### src/rtl/axi_lite_reg_bridge.sv
// AXI4-lite slave that converts bus transactions into single-cycle register request pulses.
// Optional define ACK_TIMEOUT_EN: bounded wait for wack/rack, SLVERR response on expiry.
module axi_lite_reg_bridge #(
    parameter int ADDRESS_WIDTH  = 11,
    parameter int TIMEOUT_CYCLES = 64
) (
    input  logic                     clk_i,
    input  logic                     reset_ni,
    input  logic [ADDRESS_WIDTH-1:0] s_axi_awaddr,
    input  logic                     s_axi_awvalid,
    output logic                     s_axi_awready,
    input  logic [31:0]              s_axi_wdata,
    input  logic [3:0]               s_axi_wstrb,
    input  logic                     s_axi_wvalid,
    output logic                     s_axi_wready,
    output logic [1:0]               s_axi_bresp,
    output logic                     s_axi_bvalid,
    input  logic                     s_axi_bready,
    input  logic [ADDRESS_WIDTH-1:0] s_axi_araddr,
    input  logic                     s_axi_arvalid,
    output logic                     s_axi_arready,
    output logic [31:0]              s_axi_rdata,
    output logic [1:0]               s_axi_rresp,
    output logic                     s_axi_rvalid,
    input  logic                     s_axi_rready,
    output logic                     wreq_o,
    output logic [ADDRESS_WIDTH-3:0] waddr_o,
    output logic [31:0]              wdata_o,
    input  logic                     wack,
    output logic                     rreq_o,
    output logic [ADDRESS_WIDTH-3:0] raddr_o,
    input  logic [31:0]              rdata,
    input  logic                     rack
);
    localparam int WA    = ADDRESS_WIDTH - 2;
    localparam int CNT_W = $clog2(TIMEOUT_CYCLES + 1);

    typedef enum logic [1:0] {W_IDLE, W_REQ, W_WAIT, W_RESP} w_state_t;
    typedef enum logic [1:0] {R_IDLE, R_REQ, R_WAIT, R_RESP} r_state_t;

    w_state_t        w_state_q, w_state_d;
    r_state_t        r_state_q, r_state_d;
    logic            awready_q, awready_d, wready_q, wready_d, arready_q, arready_d;
    logic            wreq_q, wreq_d, rreq_q, rreq_d;
    logic            bvalid_q, bvalid_d, rvalid_q, rvalid_d;
    logic [1:0]      bresp_q, bresp_d, rresp_q, rresp_d;
    logic [WA-1:0]   waddr_q, waddr_d, raddr_q, raddr_d;
    logic [31:0]     wdata_q, wdata_d, rdata_q, rdata_d;
    logic            aw_have, w_have;
    logic [CNT_W-1:0] wcnt_q, wcnt_d, rcnt_q, rcnt_d;

    // Byte lanes and the byte offset carry no information for full-word registers.
    logic unused_bits;
    assign unused_bits = ^{s_axi_wstrb, s_axi_awaddr[1:0], s_axi_araddr[1:0]};

    // Write channel: AW and W are latched independently; a dropped ready marks "held".
    always_comb begin
        w_state_d = w_state_q;
        awready_d = awready_q;
        wready_d  = wready_q;
        wreq_d    = 1'b0;
        bvalid_d  = bvalid_q;
        bresp_d   = bresp_q;
        waddr_d   = waddr_q;
        wdata_d   = wdata_q;
        wcnt_d    = wcnt_q;
        aw_have   = !awready_q || s_axi_awvalid;
        w_have    = !wready_q || s_axi_wvalid;
        case (w_state_q)
            W_IDLE: begin
                if (s_axi_awvalid && awready_q) begin
                    waddr_d   = s_axi_awaddr[ADDRESS_WIDTH-1:2];
                    awready_d = 1'b0;
                end
                if (s_axi_wvalid && wready_q) begin
                    wdata_d  = s_axi_wdata;
                    wready_d = 1'b0;
                end
                if (aw_have && w_have) begin
                    w_state_d = W_REQ;
                    wreq_d    = 1'b1;
                end
            end
            W_REQ: begin
                w_state_d = W_WAIT;
                wcnt_d    = '0;
            end
            W_WAIT: begin
                if (wack) begin
                    w_state_d = W_RESP;
                    bvalid_d  = 1'b1;
                    bresp_d   = 2'b00;
                end
`ifdef ACK_TIMEOUT_EN
                else if (wcnt_q == CNT_W'(TIMEOUT_CYCLES - 1)) begin
                    w_state_d = W_RESP;
                    bvalid_d  = 1'b1;
                    bresp_d   = 2'b10;
                end else begin
                    wcnt_d = wcnt_q + CNT_W'(1);
                end
`endif
            end
            W_RESP: begin
                if (s_axi_bready) begin
                    w_state_d = W_IDLE;
                    bvalid_d  = 1'b0;
                    awready_d = 1'b1;
                    wready_d  = 1'b1;
                end
            end
            default: w_state_d = W_IDLE;
        endcase
    end

    // Read channel: address accepted only while idle.
    always_comb begin
        r_state_d = r_state_q;
        arready_d = arready_q;
        rreq_d    = 1'b0;
        rvalid_d  = rvalid_q;
        rresp_d   = rresp_q;
        raddr_d   = raddr_q;
        rdata_d   = rdata_q;
        rcnt_d    = rcnt_q;
        case (r_state_q)
            R_IDLE: begin
                if (s_axi_arvalid && arready_q) begin
                    raddr_d   = s_axi_araddr[ADDRESS_WIDTH-1:2];
                    arready_d = 1'b0;
                    rreq_d    = 1'b1;
                    r_state_d = R_REQ;
                end
            end
            R_REQ: begin
                r_state_d = R_WAIT;
                rcnt_d    = '0;
            end
            R_WAIT: begin
                if (rack) begin
                    r_state_d = R_RESP;
                    rvalid_d  = 1'b1;
                    rresp_d   = 2'b00;
                    rdata_d   = rdata;
                end
`ifdef ACK_TIMEOUT_EN
                else if (rcnt_q == CNT_W'(TIMEOUT_CYCLES - 1)) begin
                    r_state_d = R_RESP;
                    rvalid_d  = 1'b1;
                    rresp_d   = 2'b10;
                    rdata_d   = 32'hDEADDEAD;
                end else begin
                    rcnt_d = rcnt_q + CNT_W'(1);
                end
`endif
            end
            R_RESP: begin
                if (s_axi_rready) begin
                    r_state_d = R_IDLE;
                    rvalid_d  = 1'b0;
                    arready_d = 1'b1;
                end
            end
            default: r_state_d = R_IDLE;
        endcase
    end

    always_ff @(posedge clk_i) begin
        if (!reset_ni) begin
            w_state_q <= W_IDLE;
            r_state_q <= R_IDLE;
            awready_q <= 1'b1;
            wready_q  <= 1'b1;
            arready_q <= 1'b1;
            wreq_q    <= 1'b0;
            rreq_q    <= 1'b0;
            bvalid_q  <= 1'b0;
            rvalid_q  <= 1'b0;
            bresp_q   <= 2'b00;
            rresp_q   <= 2'b00;
            waddr_q   <= '0;
            raddr_q   <= '0;
            wdata_q   <= '0;
            rdata_q   <= '0;
            wcnt_q    <= '0;
            rcnt_q    <= '0;
        end else begin
            w_state_q <= w_state_d;
            r_state_q <= r_state_d;
            awready_q <= awready_d;
            wready_q  <= wready_d;
            arready_q <= arready_d;
            wreq_q    <= wreq_d;
            rreq_q    <= rreq_d;
            bvalid_q  <= bvalid_d;
            rvalid_q  <= rvalid_d;
            bresp_q   <= bresp_d;
            rresp_q   <= rresp_d;
            waddr_q   <= waddr_d;
            raddr_q   <= raddr_d;
            wdata_q   <= wdata_d;
            rdata_q   <= rdata_d;
            wcnt_q    <= wcnt_d;
            rcnt_q    <= rcnt_d;
        end
    end

    assign s_axi_awready = awready_q;
    assign s_axi_wready  = wready_q;
    assign s_axi_arready = arready_q;
    assign s_axi_bvalid  = bvalid_q;
    assign s_axi_bresp   = bresp_q;
    assign s_axi_rvalid  = rvalid_q;
    assign s_axi_rresp   = rresp_q;
    assign s_axi_rdata   = rdata_q;
    assign wreq_o        = wreq_q;
    assign rreq_o        = rreq_q;
    assign waddr_o       = waddr_q;
    assign raddr_o       = raddr_q;
    assign wdata_o       = wdata_q;

endmodule

### config.mk
export PLATFORM = sky130hd
export DESIGN_NAME = axi_lite_reg_bridge
export DESIGN_NICKNAME = d
export VERILOG_FILES = /design/src/rtl/axi_lite_reg_bridge.sv
export SDC_FILE = /design/constraint.sdc
export NUM_CORES = 1
export LEC_CHECK = 0
export CAP_MARGIN = 30
export CORE_MARGIN = 2
export CORE_UTILIZATION = 39
export CTS_CLUSTER_DIAMETER = 150
export DETAILED_ROUTE_END_ITERATION = 8
export GPL_TIMING_DRIVEN = 0
export HOLD_SLACK_MARGIN = 0.1
export PLACE_DENSITY = 0.85
export SETUP_SLACK_MARGIN = 0.2
export SLEW_MARGIN = 0
export SYNTH_ARGS = -nofsm -noshare
export SYNTH_HDL_FRONTEND = slang
export SYNTH_SLANG_ARGS = --single-unit
### constraint.sdc
create_clock -name clk_i -period 1.7 [get_ports clk_i]
set_input_delay 0.34 -clock clk_i [delete_from_list [all_inputs] [get_ports clk_i]]
set_output_delay 0.34 -clock clk_i [all_outputs]
set_load 0.02 [all_outputs]
==> results of run 1 <==
[worst paths after layout]
kind	startpoint	depth (start not counted)	end
setup / recovery	s_axi_awready	1	s_axi_awready
hold / removal	wdata_o[4]	2	wdata_o[4]
setup reg to reg	w_state_q[1]	9	wdata_o[14]
hold reg to reg	wdata_o[4]	2	wdata_o[4]
[power groups by stage]
stage / Clock [mW] / Combinational, mW / Sequential (mW)
6_report: 1.58 / 2.70 / 2.76
5_1_grt: 1.70 / 2.96 / 2.80
4_1_cts: 1.62 / 2.55 / 2.75
3_5_place_dp: 0 / 2.71 / 2.81
3_3_place_gp: 0 / 2.63 / 2.78
2_1_floorplan: 0 / 1.17 / 3.17
[sequential cells by signal, indices dropped and copies added (netlist names)]
name           count
r_state_q          2
raddr_o            9
rreq_o             1
s_axi_arready      1
s_axi_awready      1
s_axi_bvalid       1
s_axi_rdata       32
s_axi_rvalid       1
s_axi_wready       1
w_state_q          2
waddr_o            9
wdata_o           32
wreq_o             1
[metrics by stage]
stage               std cells  utilization, %
floorplan                 438               -
global placement          725            62.3
detailed placement        725            62.3
CTS                       742            63.8
global route              751            65.1
finish                    751            65.1
[cell families after synthesis]
family	synth area share, %
compound gates	15.4
fa+ha+maj	2.51
buf+inv	6.63
flops	53.3
mux	0.573
other cells	0.107
simple gates	21.5
[synthesized netlist by cell type (3+ instances only)]
cell type | n | share of area [%]
nand2_1 | 172 | 18
buf_2 | 5 | 0.72
dfxtp_1 | 93 | 53
buf_6 | 6 | 1.9
nand3_1 | 3 | 0.43
ha_1 | 7 | 2.5
buf_4 | 8 | 1.7
o21ai_0 | 4 | 0.57
clkbuf_1 | 8 | 0.86
a21oi_1 | 89 | 13
nor2_1 | 7 | 0.75
inv_1 | 12 | 1.3
[routing by layer]
layer / global-route usage [%] / share of wire, %
met4: 7.48 / 1.7
met1: 23.0 / 41
met3: 4.89 / 6.1
met2: 37.0 / 51
met5: 0 / 0
[layout make-up]
| class | instances | area, um^2 | area share, % |
|---|---|---|---|
| clock buffers | 10 | 128 | 2.25 |
| clock inverters | 6 | 87.6 | 1.54 |
| inverters | 13 | 48.8 | 0.860 |
| well taps | 108 | 135 | 2.38 |
| repair buffers | 189 | 1750 | 30.8 |
| multi-input cells | 305 | 1460 | 25.6 |
| flip-flops and latches | 93 | 1860 | 32.8 |
| plain buffers | 27 | 208 | 3.66 |
[what timing repair did]
| item | CTS | global route |
|---|---|---|
| endpoints found under the setup margin | 153 | 81 |
| buffers inserted | 1 | 6 |
| gates resized for setup | 97 | 22 |
| gates cloned | 0 | 3 |
| pin swaps | 1 | 3 |
| hold buffers | 0 | 0 |
==> run summary, run 1 <==
outcome -> completed
RSZ-0062 raised after global routing -> yes
async set-or-reset flop fraction in the synthesized netlist -> 0%
# diodes -> 0
CTS tree -> done
CP required -> 1.36 ns
Top Ports -> 192
Avg WL per Cell -> 13.5 um
worst-path maximum fanout -> 5
max-slew violations -> 0
fmax -> 686 MHz
Die Y-Extent -> 98.6 um
Hold Slack -> 0.453 ns
Initial Util -> 40.1%
All-Layer GR Usage -> 20.3%
worst-path cell chain -> dlygate4sd2_1
Layout area overhead -> 62.5%
Clock Skews -> 0.00835 ns
P_leak -> 2.55 nW
Post-Syn Area -> 0.00349 mm^2
first-pass GRT wire length -> 16100 um
PortBufs -> 179
initial antenna violation count -> 0
number of global-route vias before repair -> 3506
H-tree depth -> 3
WS Path Type -> reg -> out
CP max stage cell -> dfxtp_1
fin crit period -> 1.46 ns
Final WS setup -> 0.242 ns
post-synthesis sequential area ratio -> 53.3%
Top delay family on crit path -> flip-flops
nets@finish -> 744
drt pass-1 iters -> 4
library cells used by synthesis -> 29
via count -> 3544
RD Place Congestion -> 0.796
DP HPWL -> 7800 um
sequential share of power -> 39.2%
crit path DAT -> 1.12 ns
Critical Path Sink Type -> output pin
prevailing post-synth register cell -> dfxtp_1
layout cells sized above 1 -> 10.7%
max-cap viol count -> 0
Design Area, Final -> 0.00568 mm^2
grt total ovfl -> 0
YS warnings -> 0
setup slack, reg-to-reg -> 0.27 ns
switching share of power -> 35.1%
power per cell area -> 1240 mW/mm^2
Worst VDD drop -> 0.000651 V
commonest non-fill, non-tap cell in the layout -> nand2_1
clk buf depth -> 2
die span in x -> 98.6 um
combinational share of power -> 38.4%
post-route total power -> 7.03 mW
core area -> 0.00872 mm^2
clock sink count -> 93
Avg Vias per Cell -> 4.72
Buf/Inv on CP -> 1
Fin Setup TNS -> 0 ns
residual DRC count -> 0
Post-synth EDFFs -> 0
initial DRC count -> 63
DRT Wirelength -> 10100 um
Clock power frac -> 22.4%
row count -> 34
Fillers -> 774
post-route clock period utilization -> 85.8%
syn_area_per_cell -> 8.03 um^2
clk_lat worst skew -> 0.34 ns
total CTS buffers -> 9
Placed Area -> 0.00543 mm^2
DIE AREA -> 0.00973 mm^2
#FFs+latches synth -> 93
clk root buf -> clkbuf_8
Int Power -> 4.56 mW
setup violators final -> 0
largest net degree at the start of global routing -> 16
Worst setup SP type -> flop
ANT nets after route -> 0
Cells after Synth -> 435
crit-path max cell delay -> 0.41 ns
Psw -> 2.47 mW
commonest non-fill, non-tap cells in the layout -> nand2_1 (172), dfxtp_1 (91), clkdlybuf4s50_1 (90), dlygate4sd2_1 (87), a21oi_1 (84)
worst min path class -> reg -> reg
post-place setup slack -> -0.230 ns
register clock-pin slew on the reported worst setup and hold paths -> 0.08 ns
Fin. Hold Viols -> 0
Power figures use the tool's default switching activity.
==> run 2: changes to the inputs <==
- CELL_PAD_IN_SITES_DETAIL_PLACEMENT: unset -> 1
- CELL_PAD_IN_SITES_GLOBAL_PLACEMENT: unset -> 2
- CORE_MARGIN: 2 -> unset
- CORE_UTILIZATION: 39 -> 20
- PLACE_DENSITY: 0.85 -> 0.83
==> run summary, run 2 (synthesized netlist as in run 1, its figures left out) <==
critical path startpoint -> s_axi_wready
Layout area overhead -> 71.3%
crit path DAT -> 1.11 ns
post-route clock period utilization -> 85.0%
Worst setup SP type -> flop
# diodes -> 0
fin crit period -> 1.45 ns
ANT nets after route -> 0
clk root buf -> clkbuf_16
grt total ovfl -> 0
first-pass GRT wire length -> 19600 um
CP required -> 1.36 ns
fmax -> 692 MHz
via count -> 3605
PortBufs -> 179
Avg Vias per Cell -> 4.18
Top delay family on crit path -> flip-flops
H-tree depth -> 3
CTS tree -> done
worst-path maximum fanout -> 5
outcome -> completed
hold path startpoint -> reset_ni
hold path cells -> 2
initial DRC count -> 74
core area -> 0.0168 mm^2
total CTS buffers -> 9
RSZ-0062 raised after global routing -> yes
CP Depth -> 1
die span in x -> 134 um
worst-path cell chain -> clkdlybuf4s15_1
DIE AREA -> 0.0180 mm^2
Initial Util -> 20.8%
max-cap viol count -> 0
Placed Area -> 0.00557 mm^2
Worst VDD drop -> 0.000578 V
worst reg-to-reg path cell count -> 9
register clock-pin slew on the reported worst setup and hold paths -> 0.07 ns
residual DRC count -> 0
setup slack, reg-to-reg -> 0.28 ns
Avg WL per Cell -> 14.3 um
WS Path Type -> reg -> out
DP HPWL -> 9360 um
nets@finish -> 744
Buf/Inv on CP -> 1
clock sink count -> 93
Fillers -> 2023
layout cells sized above 1 -> 12.0%
Clock Skews -> 0.00327 ns
clk buf depth -> 2
number of global-route vias before repair -> 3857
initial antenna violation count -> 0
Die Y-Extent -> 134 um
largest net degree at the start of global routing -> 16
Critical Path Sink Type -> output pin
Top Ports -> 192
row count -> 47
reg-to-reg critical path endpoint -> wdata_o[27]
power per cell area -> 1300 mW/mm^2
worst reg2reg path startpoint -> w_state_q[0]
clk_lat worst skew -> 0.34 ns
post-place setup slack -> -0.334 ns
Design Area, Final -> 0.00599 mm^2
worst min path class -> in -> reg
RD Place Congestion -> 0.765
Fin. Hold Viols -> 0
DRT Wirelength -> 12400 um
Critical Path Sink -> s_axi_wready
commonest non-fill, non-tap cell in the layout -> nand2_1
CP max stage cell -> dfxtp_1
setup violators final -> 0
crit-path max cell delay -> 0.42 ns
P_leak -> 2.63 nW
Final WS setup -> 0.255 ns
max-slew violations -> 0
commonest non-fill, non-tap cells in the layout -> nand2_1 (170), dfxtp_1 (91), clkdlybuf4s50_1 (89), a21oi_1 (86), dlygate4sd2_1 (86)
All-Layer GR Usage -> 14.2%
drt pass-1 iters -> 4
Fin Setup TNS -> 0 ns
run 2: cell types whose count changed in the layout (fill, tap and decap cells not counted), moves of 2 or more:
cell	delta
clkbuf_1	-5
a21oi_2	-2
buf_12	+2
clkbuf_8	-8
clkbuf_16	+9
a21oi_1	+2
clkbuf_4	+2
ha_1	-3
nand2_1	-2
buf_6	-2
ha_4	+2
run 2: repair_timing:
item	CTS	global route
buffers inserted	5	3
hold buffers	0	0
pin swaps	2	5
cloned	1	1
resized for setup	108	29
endpoints found under the setup margin	167	78
run 2: through the flow:
step                      utilization (%)  cells  hold WS (ns)  power [mW]
after floorplan                         -    438         0.416        4.35
after global placement               33.1    837         0.442        5.51
after global routing                 35.6    863         0.361        8.31
after CTS                            35.0    859         0.453        7.86
final                                35.6    863         0.354        7.80
after detailed placement             33.1    837         0.446        5.63
run 2: power by group:
part | switching [mW] | internal [mW]
clock | 0.871 | 1.33
sequential | 0.217 | 2.55
combinational | 1.61 | 1.23
run 2: worst min path at each step:
stage               slack [ns]              end
finish                    0.35    s_axi_awready
global route              0.36    s_axi_awready
CTS                       0.45      wdata_o[12]
detailed placement        0.45      wdata_o[12]
global placement          0.44  s_axi_rdata[31]
floorplan                 0.42    s_axi_arready
run 2: area by class of cell:
class	count	area, um^2	area share [%]
tap	220	275	4.60
clock buffer	10	239	3.99
clock inverter	6	86.3	1.44
buffer	27	213	3.55
multi-input combinational	305	1480	24.6
timing repair buffer	189	1780	29.7
sequential	93	1870	31.2
inverter	13	51.3	0.857
run 2: layer usage:
layer  GRT usage, %  wire length [um]  vias to the layer above
li1               -                 -                     1799
met5              0                 0                        -
met2           25.7              6210                      116
met3           5.18               911                        9
met4           3.81               121                        0
met1           15.4              5140                     1681
==> run 3: changes to the inputs <==
- MAX_ROUTING_LAYER: unset -> met4
==> run summary, run 3 (synthesized netlist as in run 1, its figures left out) <==
WS Path Type -> reg -> out
Avg Vias per Cell -> 4.18
ANT nets after route -> 0
clk buf depth -> 2
fmax -> 692 MHz
clk_lat worst skew -> 0.35 ns
critical path startpoint -> s_axi_wready
register clock-pin slew on the reported worst setup and hold paths -> 0.07 ns
Hold Slack -> 0.357 ns
worst reg-to-reg path cell count -> 6
outcome -> completed
post-route clock period utilization -> 85.1%
worst-path maximum fanout -> 5
initial DRC count -> 83
total CTS buffers -> 9
die span in x -> 134 um
clock sink count -> 93
Worst setup SP type -> flop
CTS tree -> done
Hold Path Sink -> s_axi_awready
crit path DAT -> 1.11 ns
residual DRC count -> 0
worst-path cell chain -> clkdlybuf4s15_1
power per cell area -> 1300 mW/mm^2
row count -> 47
post-place setup slack -> -0.334 ns
core area -> 0.0168 mm^2
Die Y-Extent -> 134 um
Hold Buf Count CTS -> 0
number of global-route vias before repair -> 3856
first-pass GRT wire length -> 19600 um
initial antenna violation count -> 0
DRT Wirelength -> 12300 um
Layout area overhead -> 71.2%
max-slew violations -> 0
DIE AREA -> 0.0180 mm^2
CP max stage cell -> dfxtp_1
RSZ-0062 raised after global routing -> yes
Design Area, Final -> 0.00598 mm^2
largest net degree at the start of global routing -> 16
P_leak -> 2.63 nW
commonest non-fill, non-tap cell in the layout -> nand2_1
Inst Count DP -> 837
worst min path class -> in -> reg
DP HPWL -> 9360 um
H-tree depth -> 3
Critical Path Sink Type -> output pin
commonest non-fill, non-tap cells in the layout -> nand2_1 (170), dfxtp_1 (91), clkdlybuf4s50_1 (89), a21oi_1 (87), dlygate4sd2_1 (86)
hold path cells -> 2
RD Place Congestion -> 0.775
layout cells sized above 1 -> 11.8%
setup slack, reg-to-reg -> 0.29 ns
Top Ports -> 192
# diodes -> 0
Buf/Inv on CP -> 1
hold path startpoint -> reset_ni
Final WS setup -> 0.254 ns
Worst VDD drop -> 0.000578 V
via count -> 3611
Initial Util -> 20.8%
CP required -> 1.36 ns
Clock Skews -> 0.00429 ns
nets@finish -> 744
worst reg2reg path startpoint -> w_state_q[0]
Layout Cells excl Fill -> 863
crit-path max cell delay -> 0.42 ns
max-cap viol count -> 0
fin crit period -> 1.45 ns
Top delay family on crit path -> flip-flops
reg-to-reg critical path endpoint -> w_state_q[1]
setup violators final -> 0
Placed Area -> 0.00557 mm^2
PortBufs -> 179
drt pass-1 iters -> 4
clk root buf -> clkbuf_16
All-Layer GR Usage -> 14.6%
grt total ovfl -> 0
Fin. Hold Viols -> 0
Avg WL per Cell -> 14.3 um
-- run 3: cell counts in the layout (fill, tap and decap cells not counted) --
Identical to the previous run, type by type.
-- run 3: metrics by stage --
stage	total power [mW]	TNS, ns	utilization (%)
finish	7.80	0	35.6
global route	8.31	0	35.6
CTS	7.86	0	35.0
detailed placement	5.63	-11.58	33.1
global placement	5.51	-9.54	33.1
floorplan	4.35	0	-
-- run 3: metal layers --
metal / GRT usage, % / vias up / wire length, um
li1: - / 1799 / -
met4: 3.81 / 0 / 122
met5: - / - / 0
met1: 15.6 / 1689 / 5160
met3: 4.95 / 9 / 864
met2: 25.7 / 114 / 6200
-- run 3: timing repair --
item	in CTS	in global routing
pin swaps	2	5
setup endpoints to repair	167	78
buffers inserted	5	3
cloned	1	1
gates resized for setup	108	28
-- run 3: area by class of cell --
| class | count | area [um^2] |
|---|---|---|
| Tap cell | 220 | 275 |
| Buffer | 27 | 213 |
| Inverter | 13 | 51.3 |
| Clock buffer | 10 | 239 |
| Sequential cell | 93 | 1870 |
| Multi-Input combinational cell | 305 | 1470 |
| Timing Repair Buffer | 189 | 1780 |
| Fill cell | 2024 | 10800 |
| Clock inverter | 6 | 86.3 |
-- run 3: worst max-delay path by stage --
stage | endpoint | cells past startpoint
6_report | s_axi_wready | 1
5_1_grt | w_state_q[1] | 6
4_1_cts | s_axi_arready | 1
3_5_place_dp | waddr_o[6] | 5
3_3_place_gp | s_axi_rdata[6] | 5
2_1_floorplan | wdata_o[0] | 7
-- run 3: report_power, final --
part | internal (mW) | switching (mW) | leakage [nW] | total [mW]
clock | 1.33 | 0.875 | 0.158 | 2.20
combinational | 1.23 | 1.60 | 1.71 | 2.83
sequential | 2.55 | 0.217 | 0.759 | 2.77
